### src/rtl/transferreg_ctrl.sv
// Transfer-register sequencer: turns one handshaken command at a time into
// ordered LOAD_*/LOAD_SELECT strobes and grant-gated ASSERT_*_bar enables.
//
// state    | meaning
// ---------+------------------------------------------------------------
// IDLE     | ready for a command; NOP/reserved complete here
// SETUP    | LOAD_SELECT driven, strobes low
// STROBE   | selected load strobe(s) high
// HOLD     | strobes fall (capture edge), LOAD_SELECT held, DONE
// WAIT_GNT | waiting for the bus grant that matches the assert command
// DRIVE    | one ASSERT_*_bar low, down-counting the drive length
module transferreg_ctrl #(
   parameter int DRIVE_CYCLES = 1,
   parameter int DELAY_RISE   = 0,
   parameter int DELAY_FALL   = 0
) (
   input  logic       CLK,
   input  logic       RST,
   input  logic [2:0] CMD,
   input  logic       CMD_VALID,
   output logic       CMD_READY,
   input  logic       MAIN_GNT,
   input  logic       ADDR_GNT,
   output logic       LOAD_LOW,
   output logic       LOAD_HIGH,
   output logic       LOAD_SELECT,
   output logic       ASSERT_LOW_bar,
   output logic       ASSERT_HIGH_bar,
   output logic       ASSERT_ADDR_bar,
   output logic       DONE,
   output logic       ERR
);

   typedef enum logic [2:0] {
      S_IDLE, S_SETUP, S_STROBE, S_HOLD, S_WAIT_GNT, S_DRIVE
   } state_t;

   localparam logic [2:0] C_NOP         = 3'd0;
   localparam logic [2:0] C_LOAD_ADDR   = 3'd1;
   localparam logic [2:0] C_LOAD_LOW    = 3'd2;
   localparam logic [2:0] C_LOAD_HIGH   = 3'd3;
   localparam logic [2:0] C_ASSERT_LOW  = 3'd4;
   localparam logic [2:0] C_ASSERT_HIGH = 3'd5;
   localparam logic [2:0] C_ASSERT_ADDR = 3'd6;
   localparam logic [2:0] C_RSVD        = 3'd7;

   // A zero drive length would never reach terminal count, so it runs as one cycle.
   localparam logic [3:0] DRV_N = (DRIVE_CYCLES <= 0) ? 4'd1 : 4'(DRIVE_CYCLES);

   // Edge delays only matter to back-annotated timing models; the zero-delay RTL has no use for them.
   if (DELAY_RISE != 0 || DELAY_FALL != 0) begin : g_timing_model_only
   end

   state_t     state, state_nx;
   logic [3:0] cnt, cnt_nx;
   logic [2:0] cmd_q, cmd_nx;
   logic       accept, gnt;
   logic       ready_nx, load_low_nx, load_high_nx, select_nx;
   logic       a_low_bar_nx, a_high_bar_nx, a_addr_bar_nx, done_nx, err_nx;

   assign accept = CMD_VALID && (state == S_IDLE);
   assign gnt    = (cmd_q == C_ASSERT_ADDR) ? ADDR_GNT : MAIN_GNT;

   // State, drive counter, latched command and all output registers.
   always_ff @(posedge CLK or posedge RST) begin
      if (RST) begin
         state           <= S_IDLE;
         cnt             <= 4'd0;
         cmd_q           <= C_NOP;
         CMD_READY       <= 1'b1;
         LOAD_LOW        <= 1'b0;
         LOAD_HIGH       <= 1'b0;
         LOAD_SELECT     <= 1'b0;
         ASSERT_LOW_bar  <= 1'b1;
         ASSERT_HIGH_bar <= 1'b1;
         ASSERT_ADDR_bar <= 1'b1;
         DONE            <= 1'b0;
         ERR             <= 1'b0;
      end else begin
         state           <= state_nx;
         cnt             <= cnt_nx;
         cmd_q           <= cmd_nx;
         CMD_READY       <= ready_nx;
         LOAD_LOW        <= load_low_nx;
         LOAD_HIGH       <= load_high_nx;
         LOAD_SELECT     <= select_nx;
         ASSERT_LOW_bar  <= a_low_bar_nx;
         ASSERT_HIGH_bar <= a_high_bar_nx;
         ASSERT_ADDR_bar <= a_addr_bar_nx;
         DONE            <= done_nx;
         ERR             <= err_nx;
      end
   end

   // Next state: command dispatch, load sequence, grant wait and drive count.
   always_comb begin
      state_nx = state;
      cnt_nx   = cnt;
      cmd_nx   = cmd_q;
      case (state)
         S_IDLE: begin
            if (accept) begin
               cmd_nx = CMD;
               case (CMD)
                  C_LOAD_ADDR, C_LOAD_LOW, C_LOAD_HIGH:        state_nx = S_SETUP;
                  C_ASSERT_LOW, C_ASSERT_HIGH, C_ASSERT_ADDR:  state_nx = S_WAIT_GNT;
                  default:                                     state_nx = S_IDLE;
               endcase
            end
         end
         S_SETUP:  state_nx = S_STROBE;
         S_STROBE: state_nx = S_HOLD;
         S_HOLD:   state_nx = S_IDLE;
         S_WAIT_GNT: begin
            if (gnt) begin
               state_nx = S_DRIVE;
               cnt_nx   = DRV_N;
            end
         end
         S_DRIVE: begin
            if (cnt == 4'd1) state_nx = S_IDLE;
            else             cnt_nx   = cnt - 4'd1;
         end
         default: state_nx = S_IDLE;
      endcase
   end

   // Output values for the coming cycle, decoded from the next state so every pin leaves a flop.
   always_comb begin
      ready_nx      = (state_nx == S_IDLE);
      load_low_nx   = (state_nx == S_STROBE) && (cmd_nx == C_LOAD_ADDR || cmd_nx == C_LOAD_LOW);
      load_high_nx  = (state_nx == S_STROBE) && (cmd_nx == C_LOAD_ADDR || cmd_nx == C_LOAD_HIGH);
      select_nx     = LOAD_SELECT;
      if (state_nx == S_SETUP) select_nx = (cmd_nx != C_LOAD_ADDR);
      a_low_bar_nx  = !((state_nx == S_DRIVE) && (cmd_nx == C_ASSERT_LOW));
      a_high_bar_nx = !((state_nx == S_DRIVE) && (cmd_nx == C_ASSERT_HIGH));
      a_addr_bar_nx = !((state_nx == S_DRIVE) && (cmd_nx == C_ASSERT_ADDR));
      done_nx       = (state_nx == S_HOLD)
                   || ((state_nx == S_DRIVE) && (cnt_nx == 4'd1))
                   || (accept && (CMD == C_NOP || CMD == C_RSVD));
      err_nx        = accept && (CMD == C_RSVD);
   end

endmodule
### config.mk
export PLATFORM = sky130hd
export DESIGN_NAME = transferreg_ctrl
export DESIGN_NICKNAME = d
export VERILOG_FILES = /design/src/rtl/transferreg_ctrl.sv
export SDC_FILE = /design/constraint.sdc
export NUM_CORES = 1
export LEC_CHECK = 0
export ABC_AREA = 1
export CORE_ASPECT_RATIO = 0.7
export CORE_MARGIN = 8
export CORE_UTILIZATION = 40
export DETAILED_ROUTE_END_ITERATION = 6
export SYNTH_ARGS = -nofsm -noshare
export SYNTH_HDL_FRONTEND = slang
export SYNTH_SLANG_ARGS = --single-unit
### constraint.sdc
create_clock -name CLK -period 3.3 [get_ports CLK]
set_input_delay 0.66 -clock CLK [delete_from_list [all_inputs] [get_ports CLK]]
set_output_delay 0.66 -clock CLK [all_outputs]
set_load 0.02 [all_outputs]
; ---- Word-level counts from Yosys, hierarchy flattened
; Index checks and enable logic that the tools add are counted.
; Widths: inputs -> output; s select.
[totals]
ff_bits = 19
inputBits = 8
output_inout_bits = 9
elab_cells = 71
[classes]
add_sub_neg = 1
n_eq_ne = 25
muxes = 11
reduce_logical = 22
[ops]
columns = operator, count
row1 = $eq 3x3->1 const B, 11
row2 = $eq 3x2->1 const B, 7
row3 = $mux 3, 5
row4 = $pmux 3 s5, 1
row5 = $eq 3x1->1 const B, 4
row6 = $logic_and 1x1->1, 9
row7 = $logic_not 3->1, 3
row8 = $eq 4x1->1 const B, 2
row9 = $mux 4, 2
row10 = $pmux 4 s2, 1
row11 = $pmux 3 s2, 1
row12 = $reduce_or 3->1, 2
row13 = $logic_or 1x1->1, 5
row14 = $sub 4x1->4 const B, 1
row15 = $logic_not 1->1, 3
row16 = $ne 3x1->1 const B, 1
row17 = $mux 1, 1

; ---- Longest topological paths before layout
; Gate-level depths: netlist of run 1.
[depth]
word_depth = 9
mapped_depth = 11
mapped_depth_nobuf = 11

; ---- Worst setup path before layout of run 1
; OpenSTA, ideal clock, no wires.
[synth_path]
path_kind = reg-to-reg
start = register cnt[0]
end = register DONE
setup_time_ns = 0.065
t_arrival_ns = 1.257
required_ns = 3.235
slack_ns = 1.978
stages_incl_launch_ff = 9
path_buffers = 0
synth_period_minus_slack_ns = 1.322
path_cell_list = dfrtp_1 inv_1 ha_1 or2_2 nand4_1 nand3_1 nor2_1 nand3_1 nand2_1
[synth_between]
elab_chain_cells = 7
word_cells_on_any_way = 13
classes_between = add/sub: 1 / eq/ne: 4 / mux: 5 / reduce/logical: 3
[synth_rtl]
columns = item, line_no
row1 = start: declaration, 55  ; logic [3:0] cnt, cnt_nx;
row2 = start signal: assignment, 81  ; cnt <= cnt_nx;
row3 = $sub 4x1->4 or $eq 4x1->1 (tied branches), "122, 121"
row4 = $mux 4 *, 121  ; if (cnt == 4'd1) state_nx = S_IDLE;
row5 = $pmux 4 s2 *, 100  ; case (state)
row6 = via cnt_nx[2], 55
row7 = $eq 4x1->1 *, 139  ; || ((state_nx == S_DRIVE) && (cnt_nx == 4'd1))
row8 = $logic_and 1x1->1 *, 139
row9 = $logic_or 1x1->1 *, 139
row10 = $logic_or 1x1->1 *, 140  ; || (accept && (CMD == C_NOP || CMD == C_RSVD));
row11 = via done_nx, 59  ; logic a_low_bar_nx, a_high_bar_nx, a_addr_bar_nx, done_nx, err_nx;
row12 = end signal: assignment, 90  ; DONE <= done_nx;
row13 = end: declaration, 30  ; output logic DONE,
; The timed path passes the listed nets; every way through them passes the cells marked *.
; A chain may end at the register's enable or synchronous reset.

; ---- Final worst setup path of run 1
[layout_path]
start = register ASSERT_HIGH_bar
end = output ASSERT_HIGH_bar
[layout_rtl]
columns = item, line_no
row1 = start: declaration, 28  ; output logic ASSERT_HIGH_bar,
row2 = start signal: assignment, 88  ; ASSERT_HIGH_bar <= a_high_bar_nx;
; No word-level cell between the ends.

==> impl.org, run 1 <==
** GRT
- Global routing used 10.7% of the available tracks across all layers.
- Fraction of met1 tracks used by global routing :: 15.5%
- The global routing stage identified its most utilized layer as met1.
- Met3 layer usage reported by global route :: 4.02%
- The first global-routing pass estimated 3480 um of wire.
- Global-route track usage on met2 :: 14.3%
- Number of global-route vias before repair :: 737
- Antenna violations before repair :: 0
- Largest net degree at the start of global routing :: 20
- Congestion Overflow GR :: 0

** Drt
- Via count :: 779
- After detailed routing, the total wire length is 2120 um.
- Post-detailed-route count of antenna-violating nets :: 0
- Number of DRC violations after detailed-routing iteration 0 :: 74
- Post-detailed-route via-to-cell ratio :: 4.64
- In the routed design, unresolved DRC markers number 0.
- Wirelength per Cell :: 12.6 um
- For this run, the detailed router's first-pass iteration total came to 4.

** STA
- Worst slew slack as a fraction of its limit :: 52.8%
- Number of pins exceeding their max-slew limit in the final report :: 0
- Derived from the worst setup path, the maximum achievable clock frequency is 0.483 GHz.
- Clock Skew :: 0.00892 ns
- RSZ-0062 raised after global routing :: false
- At the pin with the least slew margin, the transition time is 0.708 ns.
- Final total negative setup slack :: 0 ns
- Across all setup checks in the final design, the least slack found is 1.23 ns.
- The hold violation total from the final report was 0.
- Setup violations remaining at the end of the flow were counted as 0.
- Final critical delay including setup and external delays :: 2.07 ns
- Final Cycle Share :: 62.8%
- Worst Hold Slack :: 0.560 ns

** Clock network
- TritonCTS clock tree :: done
- Gates resized during post-CTS repair numbered 0.
- Buffers inserted during clock tree synthesis total 3.
- Setup Buffers After CTS :: 0
- Library cell used as clock root buffer :: clkbuf_4
- CTS hold repair buffers :: 0
- H-tree depth :: 1
- CTS clock-pin slew for the worst setup and hold paths :: 0.10 ns
- The clock passes through at most 2 buffers.
- Number of clock sinks seen by CTS :: 19
- At the later pin of the worst-skew pair, clock insertion delay measures 0.29 ns.

** Setup path
- Cells along the critical path :: clkdlybuf4s50_1
- Count of cells along the worst register-to-register path :: 11
- STA classifies the critical path startpoint as a flop.
- In this run the number of cells on the critical path is 1.
- Critical path start-end classification :: reg2out
- Data on the critical path is required at its endpoint by 2.64 ns.
- Crit path buf inv count :: 1
- Slowest cell on the critical path :: clkdlybuf4s50_1
- Biggest cell delay along the critical path :: 0.59 ns
- Largest driver fanout on the critical path :: 1
- Among cell families on the critical path, the largest total delay comes from buffers and inverters.
- Worst EP arrival :: 1.41 ns
- The worst setup path is captured at a primary output.

** Power and ir drop
- Maximum ir drop on the vdd rail :: 311 uV
- Internal power summed over all cells :: 0.482 mW
- Clk network pwr share :: 13.6%
- Reg power frac :: 41.0%
- Leakage :: 0.589 nW
- Net switching is 42.6% of the power.
- Dividing total power by cell area gives a power density of 693 nW/um2.
- Per report_power, the combinational group accounts for 45.4% of the total.
- Net switching component of the power :: 0.358 mW
- Total power for the finished layout comes to 0.840 mW.

** Synth
- The number of nets handed over by synthesis was 124.
- After synthesis the cells add up to 983 um2.
- The netlist uses 23 different library cells.
- The biggest area contributor in the post-synthesis netlist is dfrtp_1.
- Cell types occupying the most area after synthesis :: dfrtp_1, dfstp_2, nand2_1
- Syn. warnings :: 0
- In the synthesized netlist, the cells that appear most often are nand2_1, inv_1, dfrtp_1.
- Among all flip-flop cells after synthesis, the most frequent one is dfrtp_1.
- Register bit total from synthesis :: 19
- Async S/R FF share, synth :: 100%
- Averaged over all synthesized cells, the footprint is 8.63 um2.
- Sequential cells were found to cover 48.9% of the synthesized design area.
- Cell count after synthesis :: 114
- Yosys instantiated no cell more often than nand2_1.
- Count of flip-flops with a built-in enable after synthesis :: 0
- Share of the synthesized area in the top cell type :: 38.2%

** Worst hold path
- The min-delay analysis places its worst path in the category reg2reg.
- Hold Path Depth :: 2

** Floorplanning
- Vertical die dimension :: 57.5 um
- CORE AREA :: 2400 um2
- The die covers 4330 um2.
- The initialized floorplan defines 15 standard-cell rows.
- Overall die width :: 75.3 um
- Starting density of the core :: 40.9%
- Ports :: 17

** Placed design
- Number of placed instances with taps included :: 164
- During placement, the flow inserted port buffers numbering 16.
- Once placement finished, the instance area stood at 1190 um2.
- OpenSTA, run right after detailed placement, puts the worst setup slack at 1.33 ns.
- Detailed placement finished with a half-perimeter wire length of 1710 um.
- The congestion estimate from routability-driven global placement came to 0.877.

** Layout
- 0 antenna diodes ended up in the layout.
- Ratio of cells with drive above 1 in the final layout :: 22.4%
- The register with the most flip-flops in the layout has 4 of them.
- Synthesis-to-finish area growth :: 23.3%
- Excluding fillers, the count of instances in the completed layout stands at 168.
- After routing the design area is 1210 um2.
- Area of combinational cells with multiple inputs :: 420 um2
- Register area :: 480 um2
- # fillers :: 240
- Top Registers :: cnt x4, cmd_q x3, state x3
- After the last flow step, the layout net total stands at 145.
- The register with the most flip-flops in the final layout is cnt.
- Once layout is complete, the utilization of the core stands at 50.5%.

** Status
- The run finished with clean final reports.

** Job
- Max Cap Viol :: 0
## path summary, 6_finish.rpt
kind,start,endpoint,slack (ns)
min in group asynchronous,RST,LOAD_HIGH$_DFF_PP0_,0.77
min reg2reg,LOAD_SELECT$_DFFE_PP0N_,LOAD_SELECT$_DFFE_PP0N_,0.56
max in group asynchronous,RST,cmd_q[0]$_DFF_PP0_,2.07
min,LOAD_SELECT$_DFFE_PP0N_,LOAD_SELECT$_DFFE_PP0N_,0.56
max reg2reg,cnt[1]$_DFF_PP0_,DONE$_DFF_PP0_,1.78
max,ASSERT_HIGH_bar$_DFF_PP1_,ASSERT_HIGH_bar,1.23
## cells by family (layout without fill, tap and decap cells)
kind of cell             Yosys count  in the layout  share of synthesized area (%)
AO/OA/AOI/OAI                      6              6                           5.22
adder cells (fa/ha/maj)            2              2                           2.54
buffers and inverters             22             42                           8.40
flip-flops                        19             19                           48.9
AND/OR/NAND/NOR                   65             65                           35.0
## layout make-up
class	count	share of cell area, %
multi-input combinational	73	34.7
sequential	19	39.6
clock buffer	4	2.17
timing repair buffer	16	13.2
inverter	22	6.81
tap	34	3.51
## power by group through the flow
stage               sequential, mW  combinational (mW)  clock, mW
detailed placement           0.348               0.379          0
floorplan                    0.370               0.236          0
CTS                          0.343               0.382      0.121
finish                       0.345               0.381      0.114
global route                 0.352               0.423      0.130
global placement             0.347               0.377          0
## cells in the final DEF (no fill, tap or decap)
cell / synthesis / routed
a21oi_2: 2 / 2
a31oi_1: 2 / 2
clkbuf_1: 0 / 1
clkbuf_4: 0 / 3
clkdlybuf4s50_1: 0 / 16
dfrtp_1: 15 / 15
dfstp_2: 4 / 4
ha_1: 2 / 2
inv_1: 16 / 16
inv_2: 6 / 6
nand2_1: 18 / 18
nand2_2: 5 / 5
nand2_4: 1 / 1
nand3_1: 11 / 11
nand3_2: 1 / 1
nand3_4: 1 / 1
nand3b_1: 1 / 1
nand4_1: 7 / 7
nor2_1: 11 / 11
nor2_2: 4 / 4
nor2_4: 1 / 1
nor3_1: 2 / 2
o21ai_0: 1 / 1
o21ai_4: 1 / 1
or2_0: 1 / 1
or2_2: 1 / 1
## layer usage
layer  wire length (um)  share of wire, %  vias to the layer above
li1                   -                 -                      405
met1               1100                52                      354
met2                846                40                       20
met3                173               8.2                        0
met4                  0                 0                        0
met5                  0                 0                        -
No activity file was read; power rests on OpenSTA's default activity.
==> run 2, diff against run 1 <==
--- a/config.mk
+++ b/config.mk
@@ -10,6 +10,7 @@
 export CORE_MARGIN = 8
 export CORE_UTILIZATION = 40
 export DETAILED_ROUTE_END_ITERATION = 6
+export PLACE_DENSITY = 0.66
 export SYNTH_ARGS = -nofsm -noshare
 export SYNTH_HDL_FRONTEND = slang
 export SYNTH_SLANG_ARGS = --single-unit
==> constraint.sdc (replaced) <==
create_clock -name CLK -period 1.8 [get_ports CLK]
set_input_delay 0.36 -clock CLK [delete_from_list [all_inputs] [get_ports CLK]]
set_output_delay 0.36 -clock CLK [all_outputs]
set_load 0.02 [all_outputs]
==> impl.org, run 2 (synthesis results as in run 1) <==
** Layout
- Register containing the most flip-flops in the final layout :: cnt (unchanged)
- The post-route non-filler standard cell count was 169 (was 168).
- The antenna cell count came to 0 (unchanged).
- Most frequent standard cell in the layout excluding fill and tap cells :: nand2_1 (unchanged)
- The layout overhead on the synthesized area is 25.1% (was 23.3%).
- Utilization after layout :: 51.2% (was 50.5%)
- Max reg flops :: 4 (unchanged)
- # fillers :: 245 (was 240)
- Register area :: 480 um2 (unchanged)
- Commonest cells after routing, fill and taps aside :: nand2_1, inv_1, dfrtp_1 (was nand2_1, inv_1, clkdlybuf4s50_1)
- Ratio of cells with drive above 1 in the final layout :: 23.0% (was 22.4%)
- Total number of nets in the final design :: 146 (was 145)
- Top Registers: cnt x4, cmd_q x3, state x3 (unchanged).
- The total area of multi-input combinational cells came to 420 um2 (unchanged).

** Setup path
- The master of the slowest instance on the critical path was clkdlybuf4s50_1 (unchanged).
- The endpoint class of the critical path was a primary output (unchanged).
- The cell family contributing the most delay on the critical path was buffers and inverters (unchanged).
- Cells along the critical path :: clkdlybuf4s50_1 (unchanged)
- The arrival time of the worst setup path was 1.27 ns (was 1.41 ns).
- Critical path start-end classification :: reg2out (unchanged)
- The maximum fanout count along the critical path came to 1 (unchanged).
- The worst endpoint required time is 1.44 ns (was 2.64 ns).
- The highest cell delay on the worst timing path came to 0.62 ns (was 0.59 ns).
- The startpoint type of the worst setup path is a flop (unchanged).
- Crit path buf inv count :: 1 (unchanged)

** Power and ir drop
- The internal power component came to 0.883 mW (was 0.482 mW).
- Maximum ir drop on the vdd rail :: 851 uV (was 311 uV)
- Clk network pwr share :: 13.8% (was 13.6%)
- The proportion of total power due to net switching is 42.6% (about the same).
- Net switching component of the power :: 0.654 mW (was 0.358 mW)
- The power per cell area is 1250 nW/um2 (was 693 nW/um2).
- Design Power :: 1.54 mW (was 0.840 mW)
- The fraction of power consumed by combinational cells came to 45.4% (about the same).
- The part of the power in registers came to 40.9% (was 41.0%).
- Leakage :: 0.604 nW (was 0.589 nW)

** GRT
- Antenna violations before repair :: 0 (unchanged)
- Largest net degree at the start of global routing :: 20 (unchanged)
- The via count of the first global-routing pass came to 752 (was 737).
- Congestion Overflow GR :: 0 (unchanged)
- Global-route usage over all layers :: 10.8% (was 10.7%)
- Global-route wire length before repair :: 3470 um (was 3480 um)

** Drt
- The final routed wirelength across all metal layers came to 2130 um (was 2120 um).
- The ratio of routed vias to standard cells is 4.66 (was 4.64).
- The remaining design rule violation count was 0 (unchanged).
- Wirelength per Cell :: 12.6 um (about the same)
- The count of vias placed by the detailed router was 788 (was 779).
- The number of nets with antenna violations after detailed routing was 0 (unchanged).
- Number of DRC violations after detailed-routing iteration 0 :: 39 (was 74)
- The detailed-router iteration count before antenna repair was 4 (unchanged).

** STA
- The sum of negative setup slack came to 0 ns (unchanged).
- Final critical delay including setup and external delays :: 1.63 ns
- Slew at the pin closest to its max-slew limit :: 0.289 ns (was 0.708 ns)
- Dividing the final minimum period by the clock period gives 90.7%.
- The worst hold slack is 0.378 ns (was 0.560 ns).
- Clock Skew :: 0.00670 ns (was 0.00892 ns)
- Worst slew slack as a fraction of its limit :: 80.5% (was 52.8%)
- The number of max-slew violations in the final report came to 0 (unchanged).
- Final hold viol count :: 0 (unchanged)
- Final setup fails :: 0 (unchanged)
- RSZ-0062 raised after global routing :: false (unchanged)
- Upper clock frequency limit :: 0.612 GHz

** Placed design
- The placed cell count was 165 (was 164).
- Final HPWL DP :: 1690 um (was 1710 um)
- Count of port buffers added during placement :: 16 (unchanged)
- Final Wtd Congestion :: 0.878 (was 0.877)

** Clock network
- The clock tree buffer depth was 2 (unchanged).
- Number of clock sinks seen by CTS :: 19 (unchanged)
- TritonCTS clock tree :: done (unchanged)
- H-tree depth :: 1 (unchanged)
- The library cell used as clock root buffer was clkbuf_4 (unchanged).
- The number of clock buffers inserted by TritonCTS was 3 (unchanged).
- Clock network latency to the later pin of the worst-skew pair :: 0.29 ns (about the same)
- CTS clock-pin slew for the worst setup and hold paths :: 0.11 ns (was 0.10 ns)
- The number of hold-repair buffers added at the cts stage was 0 (unchanged).

** Worst hold path
- The worst min-delay path category is in2async (was reg2reg).

** Status
- Status :: complete, no violations (unchanged)

** Floorplanning
- Ports :: 17 (unchanged)
- The effective utilization at floorplan came to 40.9% (unchanged).
- Row cnt :: 15 (unchanged)
- The core region area came to 2400 um2 (unchanged).
- The height of the die was 57.5 um (unchanged).
- Overall die width :: 75.3 um (unchanged)
- The area enclosed by the die boundary was 4330 um2 (unchanged).

** Job
- Max Cap Viol :: 0 (unchanged)
-- run 2: final timing paths --
check                                  from  cells past startpoint                        end  slack [ns]
setup / recovery             DONE$_DFF_PP0_                      1                       DONE        0.17
hold / removal                          RST                      3    LOAD_SELECT$_DFFE_PP0N_        0.38
setup reg to reg           cnt[1]$_DFF_PP0_                     11             DONE$_DFF_PP0_        0.32
hold reg to reg            cnt[1]$_DFF_PP0_                      2           cnt[1]$_DFF_PP0_        0.54
max in group asynchronous               RST                      3  ASSERT_HIGH_bar$_DFF_PP1_        1.15
min in group CLK           cnt[1]$_DFF_PP0_                      2           cnt[1]$_DFF_PP0_        0.54
-- run 2: per-layer routing --
metal	wire [um]	GRT usage, %	share of wire, %
met5	0	0	0
met4	24	3.54	1.1
met3	145	4.20	6.8
met2	895	14.7	42
met1	1060	14.8	50
-- run 2: layout make-up --
| class | instances | area share, % |
|---|---|---|
| clock buffers | 4 | 2.14 |
| flip-flops and latches | 19 | 39.1 |
| repair buffers | 17 | 14.4 |
| multi-input cells | 73 | 34.2 |
| inverters | 22 | 6.71 |
| well taps | 34 | 3.46 |
-- run 2: metrics by stage --
stage | setup WS [ns] | area [um2]
floorplan | 0.478 | 983
global placement | 0.174 | 1190
detailed placement | 0.157 | 1190
CTS | 0.00768 | 1220
global route | 0.124 | 1230
finish | 0.167 | 1230
-- run 2: what timing repair did --
action | CTS | global route
setup endpoints to repair | 0 | 4
buffers inserted | 0 | 0
gates resized for setup | 0 | 4
-- run 2: power groups by stage --
stage / Clock [mW] / Sequential, mW / Combinational (mW)
finish: 0.212 / 0.628 / 0.697
global route: 0.240 / 0.640 / 0.779
CTS: 0.219 / 0.627 / 0.705
detailed placement: 0 / 0.636 / 0.696
global placement: 0 / 0.632 / 0.690
floorplan: 0 / 0.678 / 0.433
-- run 2: worst register-to-register path, cell delays in order, from the launching register on --
cell	delay (ns)
dfrtp_1	0.39
inv_1	0.11
ha_1	0.16
nand3_1	0.12
nand2_2	0.14
inv_2	0.06
nand2_1	0.05
nand2_1	0.05
nor2_1	0.13
nor2_1	0.06
nand3_1	0.06
nand2_1	0.05
==> RTL change, RTL diff (config.mk and constraints of run 2) <==
Put one more register stage on the output `ERR`, with the module's reset. The value now appears one clock later. The other outputs are not delayed to match.
--- a/src/rtl/transferreg_ctrl.sv
+++ b/src/rtl/transferreg_ctrl.sv
@@ -48,4 +48,6 @@
    localparam logic [3:0] DRV_N = (DRIVE_CYCLES <= 0) ? 4'd1 : 4'(DRIVE_CYCLES);
 
+   logic ERR_s0;
+
    // Edge delays only matter to back-annotated timing models; the zero-delay RTL has no use for them.
    if (DELAY_RISE != 0 || DELAY_FALL != 0) begin : g_timing_model_only
@@ -76,5 +78,5 @@
          ASSERT_ADDR_bar <= 1'b1;
          DONE            <= 1'b0;
-         ERR             <= 1'b0;
+         ERR_s0          <= 1'b0;
       end else begin
          state           <= state_nx;
@@ -89,5 +91,5 @@
          ASSERT_ADDR_bar <= a_addr_bar_nx;
          DONE            <= done_nx;
-         ERR             <= err_nx;
+         ERR_s0          <= err_nx;
       end
    end
@@ -142,3 +144,11 @@
    end
 
+   always_ff @(posedge CLK or posedge RST) begin
+      if (RST) begin
+         ERR <= '0;
+      end else begin
+         ERR <= ERR_s0;
+      end
+   end
+
 endmodule
Function: changed (Yosys sat finds a counterexample within 4 cycles, from zero or initial values and one cycle with RST high).
==> RTL change against run 2 <==
Cell area is 0.10% lower; sequential cell count is 1 higher; final cell count is 0.59% higher; die area is 0.19% higher; routed wire length is 7.8% lower; core utilization is 0.052 points lower; area after synthesis is 0.25% higher; power is 4.2% lower; worst setup slack better by 26 ps.
==> RTL change: results (changes against run 2) <==
Fillers=242 (was 245); clk pwr=0.196 mW (was 0.212 mW); fraction of layout cells with a size suffix above 1=0.169 (was 0.230); outcome=completed (unchanged); post-DP HPWL=1640 µm (was 1690 µm); first-pass GRT wire length=3420 µm (was 3470 µm); peak supply drop=761 µV (was 851 µV); Worst Tran Pin Value=237 ps (was 289 ps); Lkg Pwr=0.615 nW (was 0.604 nW); fin nets=148 (was 146); commonest cells in the netlist=nand2_1, inv_1, dfrtp_1, nor2_1, nand3_1 (was nand2_1, inv_1, dfrtp_1); Mean Syn Cell Area=8.50 µm² (was 8.63 µm²); GPL Wtd Cong=0.852 (was 0.878); Overall Global Routing Usage=0.103 (was 0.108); CP max FO=2 (was 1); FF-to-FF path depth=8 (was 11); Flop+latch power=0.646 mW (was 0.628 mW); area taken by multi-input logic gates=402 µm² (was 420 µm²); Finished Layout Cells=170 (was 169); FF-to-FF setup slack=270 ps (was 320 ps); routed wire length=1960 µm (was 2130 µm); worst min path class=reg2reg (was in2async); placed inst area=1200 µm² (was 1190 µm²); Vias/cell=4.64 (was 4.66); DP Worst Slack=69.9 ps (was 157 ps); Reg2Reg Launch Point=cnt[0] (was cnt[1]); DRT iter0 DRCs=49 (was 39); sequential area share after synthesis=0.513 (was 0.489); vias in the first global route=751 (was 752); post-synthesis net count=126 (was 124)
[RTL change: cell count changes in the layout (fill, tap and decap cells not counted), sizes merged]
cell    delta
nand4      -2
or2        +1
o21ai      +2
nor2       +4
nand3      -2
dfrtp      +1
clkbuf     -1
a31oi      -1
inv        -1
[RTL change: logic make-up after synthesis]
family,after synthesis,synth area share
adder cells (fa/ha/maj),2,0.0254
buffers and inverters,21,0.0800
AO/OA/AOI/OAI,7,0.0520
AND/OR/NAND/NOR,66,0.330
flip-flops,20,0.513
[RTL change: layer usage]
layer | routed length, µm | track usage | up-vias
met5 | 0 | 0 | -
met4 | 10 | 0.0245 | 0
met3 | 152 | 0.0455 | 2
met2 | 769 | 0.135 | 21
met1 | 1030 | 0.147 | 360
li1 | - | - | 406
[RTL change: how the worst max path moves through the flow]
stage               slack [ps]               to            start  cells after the start
finish                     190      LOAD_SELECT      LOAD_SELECT                      1
global route               140      LOAD_SELECT      LOAD_SELECT                      1
CTS                          3  ASSERT_HIGH_bar  ASSERT_HIGH_bar                      1
detailed placement          70  ASSERT_ADDR_bar         ADDR_GNT                      8
global placement            70  ASSERT_ADDR_bar         ADDR_GNT                      8
floorplan                  480             DONE           cnt[0]                      8
[RTL change: timing repair]
item                       CTS  global route
buffers inserted             0             0
hold endpoints to repair     0             0
setup endpoints to repair    0             4
gates resized for setup      0             4
hold buffers                 0             0
[RTL change: final cells by class]
| cell class | instances | area share |
|---|---|---|
| inverter | 21 | 0.0642 |
| timing repair buffer | 17 | 0.145 |
| clock buffer | 3 | 0.0183 |
| multi-input combinational | 75 | 0.327 |
| sequential | 20 | 0.411 |
| tap | 34 | 0.0346 |
